===== src/rtl/csr_timer_intc_pkg.sv =====
// rtl/csr_timer_intc_pkg.sv - CSR timer/interrupt constants, TCFG layout and channel address helper
package csr_timer_intc_pkg;

  localparam logic [13:0] TMR0_BASE = 14'h041;
  localparam logic [13:0] TMRX_BASE = 14'h1C0;

  localparam logic [13:0] TCFG_OFS  = 14'd0;
  localparam logic [13:0] TVAL_OFS  = 14'd1;
  localparam logic [13:0] TICLR_OFS = 14'd3;

  localparam int TCFG_EN_BIT       = 0;
  localparam int TCFG_PERIODIC_BIT = 1;
  localparam int TCFG_INITVAL_LSB  = 2;

  typedef struct packed {
    logic [31:TCFG_INITVAL_LSB] initval;
    logic                       periodic;
    logic                       en;
  } tmr_cfg_t;

  // Channel 0 keeps its legacy slot; extra channels sit on a 4-address stride.
  function automatic logic [13:0] tmr_base(input int k);
    return (k == 0) ? TMR0_BASE : TMRX_BASE + 14'(4 * k);
  endfunction

endpackage


===== src/rtl/csr_timer_chan.sv =====
// rtl/csr_timer_chan.sv - one TCFG/TVAL/TICLR timer channel with its pending bit
module csr_timer_chan
  import csr_timer_intc_pkg::*;
#(
  parameter int TIMESIZE = 32
) (
  input  logic        clk,
  input  logic        reset,
  input  logic        cfg_we_i,
  input  logic [31:0] wdata_i,
  input  logic [31:0] wmask_i,
  input  logic        clr_i,
  output logic        pend_o,
  output logic [31:0] tcfg_o,
  output logic [31:0] tval_o
);

  localparam logic [31:0] CFG_MASK = 32'((64'd1 << TIMESIZE) - 64'd1);

  tmr_cfg_t            cfg_q, cfg_d, cfg_new;
  logic [TIMESIZE-1:0] tval_q, tval_d;
  logic                armed_q, armed_d;
  logic                pend_q, pend_d;
  logic                fire;

  assign cfg_new = tmr_cfg_t'(((cfg_q & ~wmask_i) | (wdata_i & wmask_i)) & CFG_MASK);
  assign fire    = armed_q && (tval_q == '0);

  // A fire always sets pend, so it beats a same-edge clear and survives a TCFG rewrite.
  always_comb begin
    cfg_d   = cfg_q;
    tval_d  = tval_q;
    armed_d = armed_q;
    if (cfg_we_i) begin
      cfg_d   = cfg_new;
      tval_d  = TIMESIZE'({cfg_new.initval, 2'b00});
      armed_d = cfg_new[TCFG_EN_BIT];
    end else if (armed_q) begin
      if (tval_q != '0) begin
        tval_d = tval_q - TIMESIZE'(1);
      end else if (cfg_q[TCFG_PERIODIC_BIT]) begin
        tval_d = TIMESIZE'({cfg_q.initval, 2'b00});
      end else begin
        armed_d = 1'b0;
      end
    end
    pend_d = fire | (pend_q & ~clr_i);
  end

  always_ff @(posedge clk) begin
    if (reset) begin
      cfg_q   <= '0;
      tval_q  <= '0;
      armed_q <= 1'b0;
      pend_q  <= 1'b0;
    end else begin
      cfg_q   <= cfg_d;
      tval_q  <= tval_d;
      armed_q <= armed_d;
      pend_q  <= pend_d;
    end
  end

  assign pend_o = pend_q;
  assign tcfg_o = cfg_q;
  assign tval_o = 32'(tval_q);

endmodule


===== src/rtl/csr_timer_intc.sv =====
// rtl/csr_timer_intc.sv - timer channels, stable counter, interrupt synchronisers and request
module csr_timer_intc
  import csr_timer_intc_pkg::*;
#(
  parameter int TIMESIZE   = 32,
  parameter int NUM_TIMERS = 1,
  parameter int COUNTER_W  = 64
) (
  input  logic                 clk,
  input  logic                 reset,
  input  logic                 csr_we,
  input  logic [13:0]          csr_waddr,
  input  logic [31:0]          csr_wdata,
  input  logic [31:0]          csr_wmask,
  input  logic [13:0]          csr_raddr,
  output logic [31:0]          csr_rdata,
  input  logic [7:0]           hwi,
  input  logic                 ipi,
  input  logic [12:0]          ecfg_lie,
  input  logic [1:0]           estat_sw,
  input  logic                 crmd_ie,
  output logic [10:0]          estat_is_hw,
  output logic                 int_req,
  output logic [COUNTER_W-1:0] stable_cnt
);

  logic [NUM_TIMERS-1:0] pend;
  logic [31:0]           tcfg_rd [NUM_TIMERS];
  logic [31:0]           tval_rd [NUM_TIMERS];

  for (genvar k = 0; k < NUM_TIMERS; k++) begin : g_chan
    localparam logic [13:0] BASE = tmr_base(k);
    csr_timer_chan #(
      .TIMESIZE (TIMESIZE)
    ) u_chan (
      .clk      (clk),
      .reset    (reset),
      .cfg_we_i (csr_we && (csr_waddr == BASE + TCFG_OFS)),
      .wdata_i  (csr_wdata),
      .wmask_i  (csr_wmask),
      .clr_i    (csr_we && (csr_waddr == BASE + TICLR_OFS) && csr_wdata[0] && csr_wmask[0]),
      .pend_o   (pend[k]),
      .tcfg_o   (tcfg_rd[k]),
      .tval_o   (tval_rd[k])
    );
  end

  // TICLR and unmapped addresses fall through to zero.
  always_comb begin
    csr_rdata = '0;
    for (int k = 0; k < NUM_TIMERS; k++) begin
      if (csr_raddr == tmr_base(k) + TCFG_OFS) csr_rdata = tcfg_rd[k];
      if (csr_raddr == tmr_base(k) + TVAL_OFS) csr_rdata = tval_rd[k];
    end
  end

  logic [7:0]           hwi_s1_q, hwi_s2_q;
  logic                 ipi_q;
  logic                 int_req_q, int_req_d;
  logic [COUNTER_W-1:0] cnt_q, cnt_d;

  assign estat_is_hw = {ipi_q, |pend, 1'b0, hwi_s2_q};
  assign int_req_d   = crmd_ie & |(ecfg_lie & {estat_is_hw, estat_sw});
  assign cnt_d       = cnt_q + COUNTER_W'(1);

  always_ff @(posedge clk) begin
    if (reset) begin
      hwi_s1_q  <= '0;
      hwi_s2_q  <= '0;
      ipi_q     <= 1'b0;
      int_req_q <= 1'b0;
      cnt_q     <= '0;
    end else begin
      hwi_s1_q  <= hwi;
      hwi_s2_q  <= hwi_s1_q;
      ipi_q     <= ipi;
      int_req_q <= int_req_d;
      cnt_q     <= cnt_d;
    end
  end

  assign int_req    = int_req_q;
  assign stable_cnt = cnt_q;

endmodule


===== config.mk =====
export PLATFORM = sky130hd
export DESIGN_NAME = csr_timer_intc
export DESIGN_NICKNAME = d
export VERILOG_FILES = /design/src/rtl/csr_timer_intc_pkg.sv /design/src/rtl/csr_timer_chan.sv /design/src/rtl/csr_timer_intc.sv
export SDC_FILE = /design/constraint.sdc
export NUM_CORES = 1
export LEC_CHECK = 0
export BUFFER_PORTS_ARGS = -buffer_cell sky130_fd_sc_hd__buf_2
export CAP_MARGIN = 20
export CORE_MARGIN = 3
export CORE_UTILIZATION = 40
export DETAILED_ROUTE_END_ITERATION = 10
export PLACE_DENSITY = 0.68
export SETUP_SLACK_MARGIN = 0.05
export SLEW_MARGIN = 20
export SYNTH_ARGS = -nofsm -noshare
export SYNTH_HDL_FRONTEND = slang
export SYNTH_SLANG_ARGS = --single-unit

===== constraint.sdc =====
create_clock -name clk -period 2.5 [get_ports clk]
set_input_delay 0.125 -clock clk [delete_from_list [all_inputs] [get_ports clk]]
set_output_delay 0.125 -clock clk [all_outputs]
set_load 0.01 [all_outputs]

* Yosys cells after proc, flatten, opt, wreduce, memory -nomap -nowiden
Index checks and enable logic that the tools add are counted.
** Word-level totals
- Bits in registers :: 148
- Output and inout bits :: 108
- Word-level logic and storage cells :: 51
** Cells by class
- Add/sub/neg operators :: 2
- Equality and inequality tests :: 4
- Mux-type cells :: 10
- Bitwise gates (word level) :: 9
- Reductions and logical operators :: 14
** Operator list (count)
- 32-bit 2-to-1 mux :: 6
- 64-bit by 1-bit adder with 64-bit output (second input constant) :: 1
- 32-bit bitwise AND :: 2
- 14-bit by 7-bit == test with 1-bit output (second input constant) :: 4
- 32-bit zero test :: 1
- 32-bit NOT :: 1
- 32-bit OR :: 1
- 32-bit nonzero test :: 1
- 32-bit by 1-bit subtractor with 32-bit output (second input constant) :: 1
- 13-bit bitwise AND :: 1
- 13-bit OR reduction :: 1
- 1-bit logical AND :: 5
- 1-bit 2-to-1 mux :: 4
- 2-bit AND reduction :: 2
- 2-bit nonzero test :: 2
- 3-bit nonzero test :: 1
- 1-bit bitwise AND :: 2
- 2-bit OR reduction :: 1
- 1-bit NOT :: 1
- 1-bit OR :: 1

* Longest topological paths before layout
Gate-level depths: netlist of run 1.
- Word-level depth :: 7
- Depth in mapped cells :: 9
- Depth with buffers taken out :: 8

* Modules after synthesis
Synthesis of run 1 repeated with hierarchy kept, for this count alone.
** Unflattened totals
- Cells, all modules :: 988
- Area, all modules :: 8119.0 um^2
** Modules (own cells, without submodules)
- csr_timer_chan :: instances 1, cells an instance 531, area each 4177.8 um^2
- csr_timer_intc :: instances 1, cells an instance 457, area each 3941.3 um^2

* Worst setup path before layout of run 1
Ideal clock, no wire load.
- Path type :: register -> register
- Start :: register g_chan[0].u_chan.tval_q[24]
- End :: register g_chan[0].u_chan.tval_q[9]
- Setup time :: 0.138 ns
- Arrival :: 2.284 ns
- Data required time :: 2.362 ns
- Slack :: 0.078 ns
- Cell stages (with the launch flop) :: 10
- Clock period less this slack :: 2.422 ns
- Cells stage by stage :: dfxtp_1 > or4_4 > or3_1 > buf_2 > or3_1 > buf_6 > buf_8 > mux2i_1 > o211ai_1 > o221ai_1
** On the way
- Longest elaborated chain between the ends :: 4
- Elaborated cells on any way between the ends :: 6
- Those cells by class :: mux (3); reduce/logical (3)
** RTL lines
- from (decl) :: line csr_timer_chan.sv:21 : logic [TIMESIZE-1:0] tval_q, tval_d;
- from (signal assigned) :: line csr_timer_chan.sv:58 : tval_q <= tval_d;
- 32-bit nonzero test (*) :: line csr_timer_chan.sv:39 : if (tval_q != '0) begin
- 32-bit 2-to-1 mux :: line csr_timer_chan.sv:39
- 32-bit 2-to-1 mux :: line csr_timer_chan.sv:38 : end else if (armed_q) begin
- 32-bit 2-to-1 mux :: line csr_timer_chan.sv:34 : if (cfg_we_i) begin
Every way passes the cells marked *; elsewhere a longest branch is shown, timed or not. The select of a mux whose other input is x is not followed.
A chain may end at the register's enable or synchronous reset.

* Final worst setup path of run 1
- Start :: register g_chan[0].u_chan.tval_q[24]
- End :: register g_chan[0].u_chan.tval_q[21]
The elaborated chain is that of the path after synthesis.

==> results of run 1 <==
[critical path: cells and delay by family (launching register included)]
kind                   cells  cell delay [ps]
and+or+nand+nor            3             1330
AOI/OAI and AO/OA          2              250
muxes                      1              120
buffers and inverters      1              200
DFF                        1              310
[placed cells by master (no fill, tap or decap), drive strengths merged, types with 7 or more instances in the layout]
| cell type | instances |
|---|---|
| nand2 | 86 |
| o211ai | 8 |
| a21oi | 53 |
| nor2 | 114 |
| a22o | 35 |
| clkinv | 7 |
| xnor2 | 44 |
| inv | 23 |
| or3 | 20 |
| nor2b | 19 |
| dlygate4sd3 | 54 |
| o221ai | 9 |
| clkbuf | 18 |
| nor4 | 22 |
| nor3 | 35 |
| buf | 276 |
| mux2 | 8 |
| dfxtp | 148 |
| nand3 | 34 |
| o21ai | 27 |
| xor2 | 23 |
| mux2i | 49 |
| nand4 | 25 |
| and4 | 10 |
| and3 | 18 |
[power breakdown]
group	switching, mW	internal, mW	leakage [nW]	total [mW]
registers	0.00954	2.38	1.20	2.39
logic	0.139	0.168	3.13	0.308
clock network	1.07	1.61	0.297	2.68
total	1.22	4.15	4.62	5.37
[repair_timing]
action	CTS	global route
pin swaps	0	0
endpoints found under the setup margin	4	11
hold endpoints to repair	42	0
hold buffers	54	0
resized for setup	1	7
[stage by stage]
step	utilization [%]	area (um2)	hold slack (ps)	instances	total power, mW
after floorplan	-	7830	253.2	945	2.536
after global routing	56.12	10640	19.10	1510	5.551
after detailed placement	49.81	9442	339.6	1423	2.690
final	56.12	10640	13.65	1510	5.369
after CTS	55.93	10600	2.377	1509	5.422
after global placement	49.81	9442	335.0	1423	2.685
[state kept, by name (all words and copies together) (netlist names), named ones only]
name	flops
g_chan.u_chan.armed_q	1
hwi_s1_q	8
hwi_s2_q	8
g_chan.u_chan.tcfg_o	31
g_chan.u_chan.pend_o	1
int_req	1
g_chan.u_chan.tval_o	32
stable_cnt	64
ipi_q	1
[path summary, 6_finish.rpt]
check | to | start | slack, ps | cells past startpoint
setup / recovery | g_chan[0].u_chan.tval_o[21] | g_chan[0].u_chan.tval_o[24] | 150 | 7
hold / removal | g_chan[0].u_chan.tcfg_o[13] | csr_wmask[13] | 10 | 4
setup reg to reg | g_chan[0].u_chan.tval_o[21] | g_chan[0].u_chan.tval_o[24] | 150 | 7
hold reg to reg | hwi_s2_q[7] | hwi_s1_q[7] | 430 | 1
[cell families after synthesis]
| kind of cell | synth area share, % |
|---|---|
| compound gates | 15.69 |
| xor+xnor | 7.494 |
| fa+ha+maj | 0.4794 |
| buf+inv | 4.330 |
| flops | 37.84 |
| mux | 7.415 |
| other cells | 0.04789 |
| simple gates | 26.70 |
[cell type report]
| class | count | area share, % |
|---|---|---|
| inverters | 21 | 0.7410 |
| diodes | 1 | 0.02352 |
| well taps | 260 | 3.058 |
| repair buffers | 330 | 19.48 |
| clock buffers | 18 | 4.128 |
| flip-flops and latches | 148 | 27.85 |
| multi-input cells | 718 | 43.06 |
| clock inverters | 14 | 1.658 |
[routing by layer]
metal / GRT usage (%) / wire length, um
met1: 26.86 / 10220
met2: 38.36 / 11710
met3: 7.163 / 1868
met4: 6.790 / 508
met5: 0 / 34
==> metrics, run 1 <==
run status=complete, no violations; Post-synth EDFFs=0; Sequential Area=between 2000 and 3000 um2; Syn Std Cell Area=a little under 8000 um2; initial drt markers=approximately 390; CP max-delay cell=or4_4; clock slew at reported path FFs=approximately 70 ps; Place WS=25.73 ps; CP endpoint kind=register; first-pass GRT wire length=between 30000 and 40000 um; Worst Skew=between 10 and 15 ps; Port Buffer Count=between 200 and 250; post-synth top area cell=dfxtp_1; total gr overflow=0; number of remaining DRC errors=0; Crit Path Category=reg2reg; count leader, synth=dfxtp_1; Tcrit/Tclk final=94.04%; post-CTS setup buffer count=0; Max VDD drop=about 0.00045 V; Yosys reg bits=148; total negative slack=0 ps; Clock Latency Late Sink=~420 ps; core area=around 19000 um2; fin crit period=roughly 2400 ps; fin. max-slew vios=0; top_reg_cell synth=dfxtp_1; worst min-delay path class=in2reg; CP max stage delay=around 550 ps; Leak=between 4 and 5 nW; fillers=1769; total of max-cap violations=0; share of the synthesized area in the top cell type=37.84%; average cell area after synthesis=8.286 um2; crit path DAT=2640 ps; Starting Density=about 41%; TritonCTS Buffers=17; Row Count=50; Final WS setup=approximately 150 ps; Post-synth ARST share=0%; initial antenna violation count=4; cells after synthesis=about 950; total vias in the final route=8047; root buffer cell=clkbuf_16; All-Layer GR Usage=22.40%; worst-path fanout max=10; Post-synth top cells=148 x dfxtp_1, 114 x nor2_1, 86 x nand2_1; Cell Pwr Density=504.7 nW/um2; Max Fclk=0.4253 GHz; Die Span Y=145.9 um; RSZ-0062 raised after global routing=yes; die area=21290 um2; Relative slew margins=between 60 and 70%; antenna-violating nets left=0; H-tree levels=4; syn_nets=about 1100; clock sinks=between 100 and 150; final hold vios=0; area taken by multi-input logic gates=approximately 4600 um2; Max clock buf depth=2; io pins=about 230; Area growth syn-to-layout=35.86%; detail-routed net length per standard cell=around 16 um; WP data required=~2800 ps; top cells by area, synth=dfxtp_1 38%, mux2i_1 6.3%, nor2_1 5.5%; CTS tree=yes; Seq/Total Area, Yosys=between 30% and 40%; vias per cell=roughly 5.3; GP Congestion=0.9132; final setup fails=0; vias in the first global route=approximately 8000; Worst setup SP type=register; layout cell share with drive strength beyond 1=between 20% and 30%; worst-path cell chain=or4_4, or3_1, or3_4, buf_4, mux2i_1, o211ai_1, o21ai_0; largest net degree at the start of global routing=100; net count reported at finish=around 1400; Worst-Margin Slew=533.4 ps; Routed WL=24340 um; drt pass-1 iters=4; Warnings, synthesis=0; Synth cell types=64; DP Wirelength=around 17000 um; Die Wd=between 100 and 150 um
No activity file was read; power rests on OpenSTA's default activity.
==> run 2, diff against run 1 <==
--- a/config.mk
+++ b/config.mk
@@ -10,9 +10,10 @@
 export CORE_MARGIN = 3
 export CORE_UTILIZATION = 40
 export DETAILED_ROUTE_END_ITERATION = 10
-export PLACE_DENSITY = 0.68
+export PLACE_DENSITY = 0.67
 export SETUP_SLACK_MARGIN = 0.05
 export SLEW_MARGIN = 20
 export SYNTH_ARGS = -nofsm -noshare
 export SYNTH_HDL_FRONTEND = slang
+export SYNTH_HIERARCHICAL = 1
 export SYNTH_SLANG_ARGS = --single-unit
==> metrics, run 2 <==
area taken by multi-input logic gates=4838 um2 (was 4581 um2); share of the synthesized area in the top cell type=36.49% (was 37.84%); post-synth top area cell=dfxtp_1 (unchanged); Area growth syn-to-layout=39.39% (was 35.86%); Max VDD drop=0.0004568 V (was 0.0004497 V); Max clock buf depth=2 (unchanged); TritonCTS Buffers=17 (unchanged); Worst setup SP type=register (unchanged); post-route cell area=11320 um2 (was 10640 um2); WP data required=2850 ps (was 2790 ps); final setup fails=0 (unchanged); hold depth=3 (was 4); Max Fclk=0.4197 GHz (was 0.4253 GHz); Die Span Y=148.5 um (was 145.9 um); Syn Std Cell Area=8119 um2 (was 7830 um2); Port Buffer Count=225 (unchanged); number of diodes=0 (was 1); Post-synth ARST share=0% (unchanged); layout cell share with drive strength beyond 1=30.84% (was 26.90%); Starting Density=41.18% (was 41.31%); Crit Path Category=reg2reg (unchanged); count leader, synth=dfxtp_1 (unchanged); core area=19720 um2 (was 18960 um2); fin. max-slew vios=0 (unchanged); most frequent cells in the layout=224 x buf_2, 147 x dfxtp_1, 106 x nand2_1 (was 224 x buf_2, 148 x dfxtp_1, 114 x nor2_1); CP Depth=5 (was 7); met2 Usage GRT=38.83% (was 38.36%); CP max stage delay=630 ps (was 550 ps); CTS tree=yes (unchanged); Worst-Margin Slew=894.1 ps (was 533.4 ps); run status=complete, no violations (unchanged); worst-path fanout max=11 (was 10); R2R cell count=5 (was 7); Tcrit/Tclk final=95.30% (was 94.04%); Seq/Total Area, Yosys=36.49% (was 37.84%); CP endpoint kind=register (unchanged); Cell Pwr Density=466.9 nW/um2 (was 504.7 nW/um2); Yosys reg bits=148 (unchanged); CP delay by family, top=simple AND/OR/NAND/NOR gates (unchanged); worst min-delay path class=in2reg (unchanged); vias per cell=5.457 (was 5.329); top cells by area, synth=dfxtp_1 36%, a21oi_1 6.2%, nand2_1 4.9% (was dfxtp_1 38%, mux2i_1 6.3%, nor2_1 5.5%); total of max-cap violations=0 (unchanged); Worst Skew=9.578 ps (was 10.38 ps); GP Congestion=0.8641 (was 0.9132); H-tree levels=4 (unchanged); clock slew at reported path FFs=60 ps (was 70 ps); Largest register FFs=64 (unchanged); net count reported at finish=1459 (was 1359); Row Count=51 (was 50); CP max-delay cell=or4_4 (unchanged); final hold vios=0 (unchanged); Clock Latency Late Sink=430 ps (was 420 ps); first-pass GRT wire length=42310 um (was 39940 um); antenna-violating nets left=0 (unchanged); top_reg_cell synth=dfxtp_1 (unchanged); fillers=1826 (was 1769); largest net degree at the start of global routing=55 (was 100); Routed WL=26630 um (was 24340 um); Leak=4.593 nW (was 4.620 nW); detail-routed net length per standard cell=16.50 um (was 16.12 um); RSZ-0062 raised after global routing=no (was yes); Post-synth EDFFs=0 (unchanged); initial antenna violation count=4 (unchanged); commonest non-fill, non-tap cell in the layout=buf_2 (unchanged); DP Wirelength=19090 um (was 17080 um); All-Layer GR Usage=23.49% (was 22.40%); clock sinks=148 (unchanged); syn_nets=1111 (was 1068); Relative slew margins=40.27% (was 64.44%); cells after synthesis=988 (was 945); Post-synth top cells=148 x dfxtp_1, 106 x nand2_1, 101 x a21oi_1 (was 148 x dfxtp_1, 114 x nor2_1, 86 x nand2_1); worst path bufs/invs=0 (was 1); vias in the first global route=8305 (was 7975); crit path DAT=2740 ps (was 2640 ps); initial drt markers=442 (was 388); Die Wd=148.5 um (was 145.9 um); average cell area after synthesis=8.218 um2 (was 8.286 um2); Synth cell types=73 (was 64); die area=22040 um2 (was 21290 um2); Sequential Area=2964 um2 (was 2963 um2); fin crit period=2383 ps (was 2351 ps); drt pass-1 iters=5 (was 4); total gr overflow=0 (unchanged); worst-path cell chain=nand4_1, or4_4, or4_4, or4_1, a21oi_1 (was or4_4, or3_1, or3_4, buf_4, mux2i_1, o211ai_1, o21ai_0); post-CTS setup buffer count=0 (unchanged); total vias in the final route=8807 (was 8047); placed cell area=10050 um2 (was 9442 um2); io pins=228 (unchanged); met3 GRT Util=6.063% (was 7.163%); root buffer cell=clkbuf_16 (unchanged); Design Power=5.284 mW (was 5.369 mW); met1 Use GR=30.02% (was 26.86%); GRT Max-Usage Layer=met2 (unchanged); Critical Path Most Common Cell=or4_4; Warnings, synthesis=6 (was 0); number of remaining DRC errors=0 (unchanged)
-- run 2: cell types whose count changed after synthesis, moves of 11 or more --
cell / change
a21oi_1: +49
nand2_1: +20
clkbuf_1: -12
mux2i_1: -32
nor2_1: -33
nor3_1: -14
xnor2_1: -19
a211oi_2: +11
or4_1: +11
nand3_1: +30
-- run 2: logic make-up (layout without fill, tap and decap cells) --
kind of cell / Yosys count / in the layout / synth area share [%]
AO/OA/AOI/OAI: 254 / 254 / 20.93
XOR/XNOR: 49 / 49 / 5.286
adder cells (fa/ha/maj): 3 / 3 / 0.4624
buffers and inverters: 70 / 431 / 4.330
flip-flops: 148 / 148 / 36.49
multiplexers: 33 / 33 / 4.315
other: 1 / 1 / 0.04619
AND/OR/NAND/NOR: 430 / 430 / 28.14
-- run 2: worst paths after layout --
path	startpoint	end	slack, ps
max	stable_cnt[16]	stable_cnt[60]	120
min	csr_wmask[17]	g_chan[0].u_chan/tcfg_o[17]	20
max reg2reg	stable_cnt[16]	stable_cnt[60]	120
min reg2reg	hwi_s1_q[3]	hwi_s2_q[3]	440
-- run 2: through the flow --
stage / std cells / setup TNS (ps) / hold WS, ps / utilization [%] / worst slack (ps)
final: 1614 / 0 / 18.57 / 57.40 / 117.4
after global routing: 1614 / 0 / 8.425 / 57.40 / 57.92
after detailed placement: 1515 / -1847 / 338.5 / 50.98 / -146.4
after global placement: 1515 / -854.7 / 336.5 / 50.98 / -110.8
after floorplan: 988 / 0 / 253.2 / - / 53.94
after CTS: 1614 / 0 / 2.855 / 57.33 / 127.3
-- run 2: worst register-to-register path: stages (launching register included) --
cell and delay (ps):
dfxtp_1 330, nand4_1 150, or4_4 580, or4_4 630, or4_1 490, a21oi_1 140
-- run 2: layout make-up --
type                       count  share of cell area [%]
clock inverter                14                   1.338
clock buffer                  18                   3.792
multi-input combinational    770                   42.75
tap                          265                   2.930
inverter                      10                  0.3317
sequential                   148                   26.19
timing repair buffer         389                   22.66
-- run 2: per-layer routing --
layer | wire (um) | up-vias
met3 | 1915 | 48
li1 | - | 4344
met4 | 595 | 8
met1 | 11470 | 4099
met5 | 48 | -
met2 | 12600 | 308
-- run 2: report_power, final --
group | leakage [nW] | internal [mW] | switching, mW
clock network | 0.281 | 1.48 | 1.07
registers | 1.20 | 2.38 | 0.0102
logic | 3.12 | 0.194 | 0.150
-- run 2: what timing repair did --
action                                  CTS  global route
resized for setup                         0             4
endpoints found under the hold margin    40             0
hold buffers                             67             0
endpoints found under the setup margin    0            30
==> run 3, diff against run 2 <==
--- a/config.mk
+++ b/config.mk
@@ -5,12 +5,13 @@
 export SDC_FILE = /design/constraint.sdc
 export NUM_CORES = 1
 export LEC_CHECK = 0
+export ABC_AREA = 1
 export BUFFER_PORTS_ARGS = -buffer_cell sky130_fd_sc_hd__buf_2
 export CAP_MARGIN = 20
 export CORE_MARGIN = 3
 export CORE_UTILIZATION = 40
 export DETAILED_ROUTE_END_ITERATION = 10
-export PLACE_DENSITY = 0.67
+export PLACE_DENSITY = 0.66
 export SETUP_SLACK_MARGIN = 0.05
 export SLEW_MARGIN = 20
 export SYNTH_ARGS = -nofsm -noshare
==> metrics, run 3 <==
cells after synthesis=1569 (was 988); hold path endpoint=int_req (was g_chan[0].u_chan/tcfg_o[17]); run status=complete, no violations (unchanged); final setup fails=0 (unchanged); number of remaining DRC errors=0 (unchanged); RR Startpoint=g_chan[0].u_chan/tval_o[0] (was stable_cnt[16]); Worst-Margin Slew=647.4 ps (was 894.1 ps); Synth cell types=42 (was 73); Tcrit/Tclk final=82.47% (was 95.30%); Sw Share=23.13% (was 23.34%); Combinational Power Share=4.9% (was 6.5%); placed cells=2078 (was 1515); post_cts resized=0 (unchanged); average cell area after synthesis=5.961 um2 (was 8.218 um2); layout cell share with drive strength beyond 1=18.74% (was 30.84%); CP endpoint kind=register (unchanged); Cell Pwr Density=475.9 nW/um2 (was 466.9 nW/um2); Post-synth top cells=400 x nand2_1, 342 x nor2_1, 205 x inv_1 (was 148 x dfxtp_1, 106 x nand2_1, 101 x a21oi_1); Worst Skew=15.17 ps (was 9.578 ps); first-pass GRT wire length=48630 um (was 42310 um); Syn Std Cell Area=9353 um2 (was 8119 um2); vias in the first global route=9837 (was 8305); largest net degree at the start of global routing=55 (unchanged); initial drt markers=645 (was 442); Warnings, synthesis=6 (unchanged); fillers=2391 (was 1826); vias per cell=4.916 (was 5.457); final cell count without fillers=2124 (was 1614); Leak=5.413 nW (was 4.593 nW); detail-routed net length per standard cell=14.36 um (was 16.50 um); Seq/Total Area, Yosys=31.68% (was 36.49%); antenna-violating nets left=0 (unchanged); R2R cell count=12 (was 5); Clock Latency Late Sink=430 ps (about the same); Starting Density=41.06% (was 41.18%); DP Wirelength=23130 um (was 19090 um); Reg2Reg Setup Slack=440 ps (was 120 ps); worst reg2reg path endpoint=g_chan[0].u_chan/tval_o[19] (was stable_cnt[60]); crit path DAT=2420 ps (was 2740 ps); GP Congestion=0.9264 (was 0.8641); post-synth top area cell=dfxtp_1 (unchanged); Worst setup SP type=register (unchanged); syn_nets=1692 (was 1111); root buffer cell=clkbuf_16 (unchanged); clock sinks=148 (unchanged); final hold vios=0 (unchanged); core area=22780 um2 (was 19720 um2); Largest register FFs=64 (unchanged); hold depth=5 (was 3); internal power=4.220 mW (was 4.051 mW); total gr overflow=0 (unchanged); Row Count=55 (was 51); post-CTS setup buffer count=0 (unchanged); count leader, synth=nand2_1 (was dfxtp_1); Max VDD drop=0.0004428 V (was 0.0004568 V); die area=25250 um2 (was 22040 um2); Port Buffer Count=225 (unchanged); initial antenna violation count=5 (was 4); io pins=228 (unchanged); Relative slew margins=56.84% (was 40.27%); top cells by area, synth=dfxtp_1 32%, nand2_1 16%, nor2_1 14% (was dfxtp_1 36%, a21oi_1 6.2%, nand2_1 4.9%); Yosys reg bits=148 (unchanged); fin crit period=2062 ps (was 2383 ps); Die Wd=158.9 um (was 148.5 um); CTS tree=yes (unchanged); Die Span Y=158.9 um (was 148.5 um); worst min-delay path class=in2reg (unchanged); Max clock buf depth=2 (unchanged); total vias in the final route=10440 (was 8807); Area growth syn-to-layout=23.32% (was 39.39%); Routed WL=30490 um (was 26630 um); fin. max-slew vios=0 (unchanged); H-tree levels=4 (unchanged); clock slew at reported path FFs=60 ps (about the same); Post-synth EDFFs=0 (unchanged); share of the synthesized area in the top cell type=31.68% (was 36.49%); total of max-cap violations=0 (unchanged); total negative slack=0 ps (unchanged); most frequent cells in the layout=400 x nand2_1, 342 x nor2_1, 225 x buf_2 (was 224 x buf_2, 147 x dfxtp_1, 106 x nand2_1); worst-path fanout max=13 (was 11); Post-synth ARST share=0% (unchanged); Clock power frac=51.6% (was 48.3%); TritonCTS Buffers=17 (unchanged); top_reg_cell synth=dfxtp_1 (unchanged); min-delay src=ecfg_lie[12] (was csr_wmask[17]); Crit Path Category=reg2reg (unchanged); Flop pwr share=43.5% (was 45.2%); RSZ-0062 raised after global routing=no (unchanged); Max Fclk=0.4850 GHz (was 0.4197 GHz); net count reported at finish=1919 (was 1459); All-Layer GR Usage=23.30% (was 23.49%); commonest non-fill, non-tap cell in the layout=nand2_1 (was buf_2); drt pass-1 iters=5 (unchanged); P_sw=1.270 mW (was 1.233 mW); WP data required=2860 ps (was 2850 ps)
-- run 3: cell types whose count changed after synthesis, sizes merged, moves of 21 or more --
cell / before / now
nand2: 106 / 416
nor4: 25 / 2
a22o: 35 / 0
nor2b: 23 / 0
nor2: 81 / 371
inv: 10 / 206
or3: 23 / 0
xnor2: 25 / 1
o21ai: 34 / 99
nand4: 27 / 48
-- run 3: how the worst max path moves through the flow --
stage | slack [ps] | end | startpoint | depth (start not counted)
after floorplan | 880 | g_chan[0].u_chan/tval_o[12] | g_chan[0].u_chan/tval_o[0] | 14
after CTS | 450 | g_chan[0].u_chan/tval_o[19] | g_chan[0].u_chan/tval_o[0] | 12
after detailed placement | 470 | g_chan[0].u_chan/tval_o[19] | g_chan[0].u_chan/tval_o[0] | 12
after global placement | 510 | g_chan[0].u_chan/tval_o[19] | g_chan[0].u_chan/tval_o[0] | 12
final | 440 | g_chan[0].u_chan/tval_o[19] | g_chan[0].u_chan/tval_o[0] | 12
after global routing | 270 | g_chan[0].u_chan/tval_o[16] | g_chan[0].u_chan/tval_o[0] | 12
-- run 3: layer usage --
| metal | vias to the layer above | part of all wire (%) | global-route usage (%) |
|---|---|---|---|
| li1 | 5380 | - | - |
| met1 | 4654 | 43 | 29.54 |
| met2 | 340 | 47 | 40.14 |
| met3 | 61 | 6.8 | 4.279 |
| met4 | 6 | 2.5 | 7.640 |
| met5 | - | 0.12 | 0 |
-- run 3: stage by stage --
step / utilization (%) / total power [mW] / hold slack (ps) / instance area [um2] / setup WS, ps
finish: 50.63 / 5.489 / 21.22 / 11530 / 438.1
global route: 50.63 / 5.640 / 69.28 / 11530 / 266.0
CTS: 50.61 / 5.521 / 11.74 / 11530 / 453.5
detailed placement: 47.28 / 2.695 / 332.4 / 10770 / 474.9
global placement: 47.28 / 2.691 / 323.8 / 10770 / 508.7
floorplan: - / 2.548 / 232.0 / 9353 / 879.2
-- run 3: power groups by stage --
stage	clock [mW]	sequential [mW]	combinational, mW
2_1_floorplan	0	2.44	0.106
3_3_place_gp	0	2.44	0.252
3_5_place_dp	0	2.44	0.256
4_1_cts	2.86	2.39	0.272
5_1_grt	2.95	2.39	0.302
6_report	2.83	2.39	0.272
-- run 3: logic make-up (layout without fill, tap and decap cells) --
family | Yosys count | count (layout) | share of synthesized area [%]
multiplexers | 1 | 1 | 0.1070
adder cells (fa/ha/maj) | 3 | 3 | 0.4014
flip-flops | 148 | 148 | 31.68
AND/OR/NAND/NOR | 909 | 909 | 41.44
XOR/XNOR | 20 | 20 | 1.873
buffers and inverters | 255 | 495 | 11.06
AO/OA/AOI/OAI | 232 | 232 | 13.39
other | 1 | 3 | 0.04010
-- run 3: cell type report --
| type | instances | area (um2) | share of cell area (%) |
|---|---|---|---|
| well taps | 313 | 391.6 | 3.396 |
| multi-input cells | 1166 | 5364 | 46.51 |
| clock buffers | 19 | 442.9 | 3.840 |
| clock inverters | 13 | 196.4 | 1.703 |
| inverters | 207 | 782.0 | 6.780 |
| diodes | 2 | 5.005 | 0.04339 |
| flip-flops and latches | 148 | 2963 | 25.69 |
| repair buffers | 256 | 1389 | 12.04 |
-- run 3: critical path, cell delays in order, from the launching register on --
cell and delay [ps]:
dfxtp_1 370, inv_1 100, ha_1 240, inv_1 60
nor2_1 40, nand2_1 70, nor2_1 40, nand3_1 90
nor2_2 50, buf_4 180, a21oi_1 450, nand3_1 170
a21oi_2 140
-- run 3: what timing repair did --
| item | in CTS | in global routing |
|---|---|---|
| hold endpoints to repair | 11 | 0 |
| endpoints found under the setup margin | 0 | 0 |
| hold buffers | 12 | 0 |
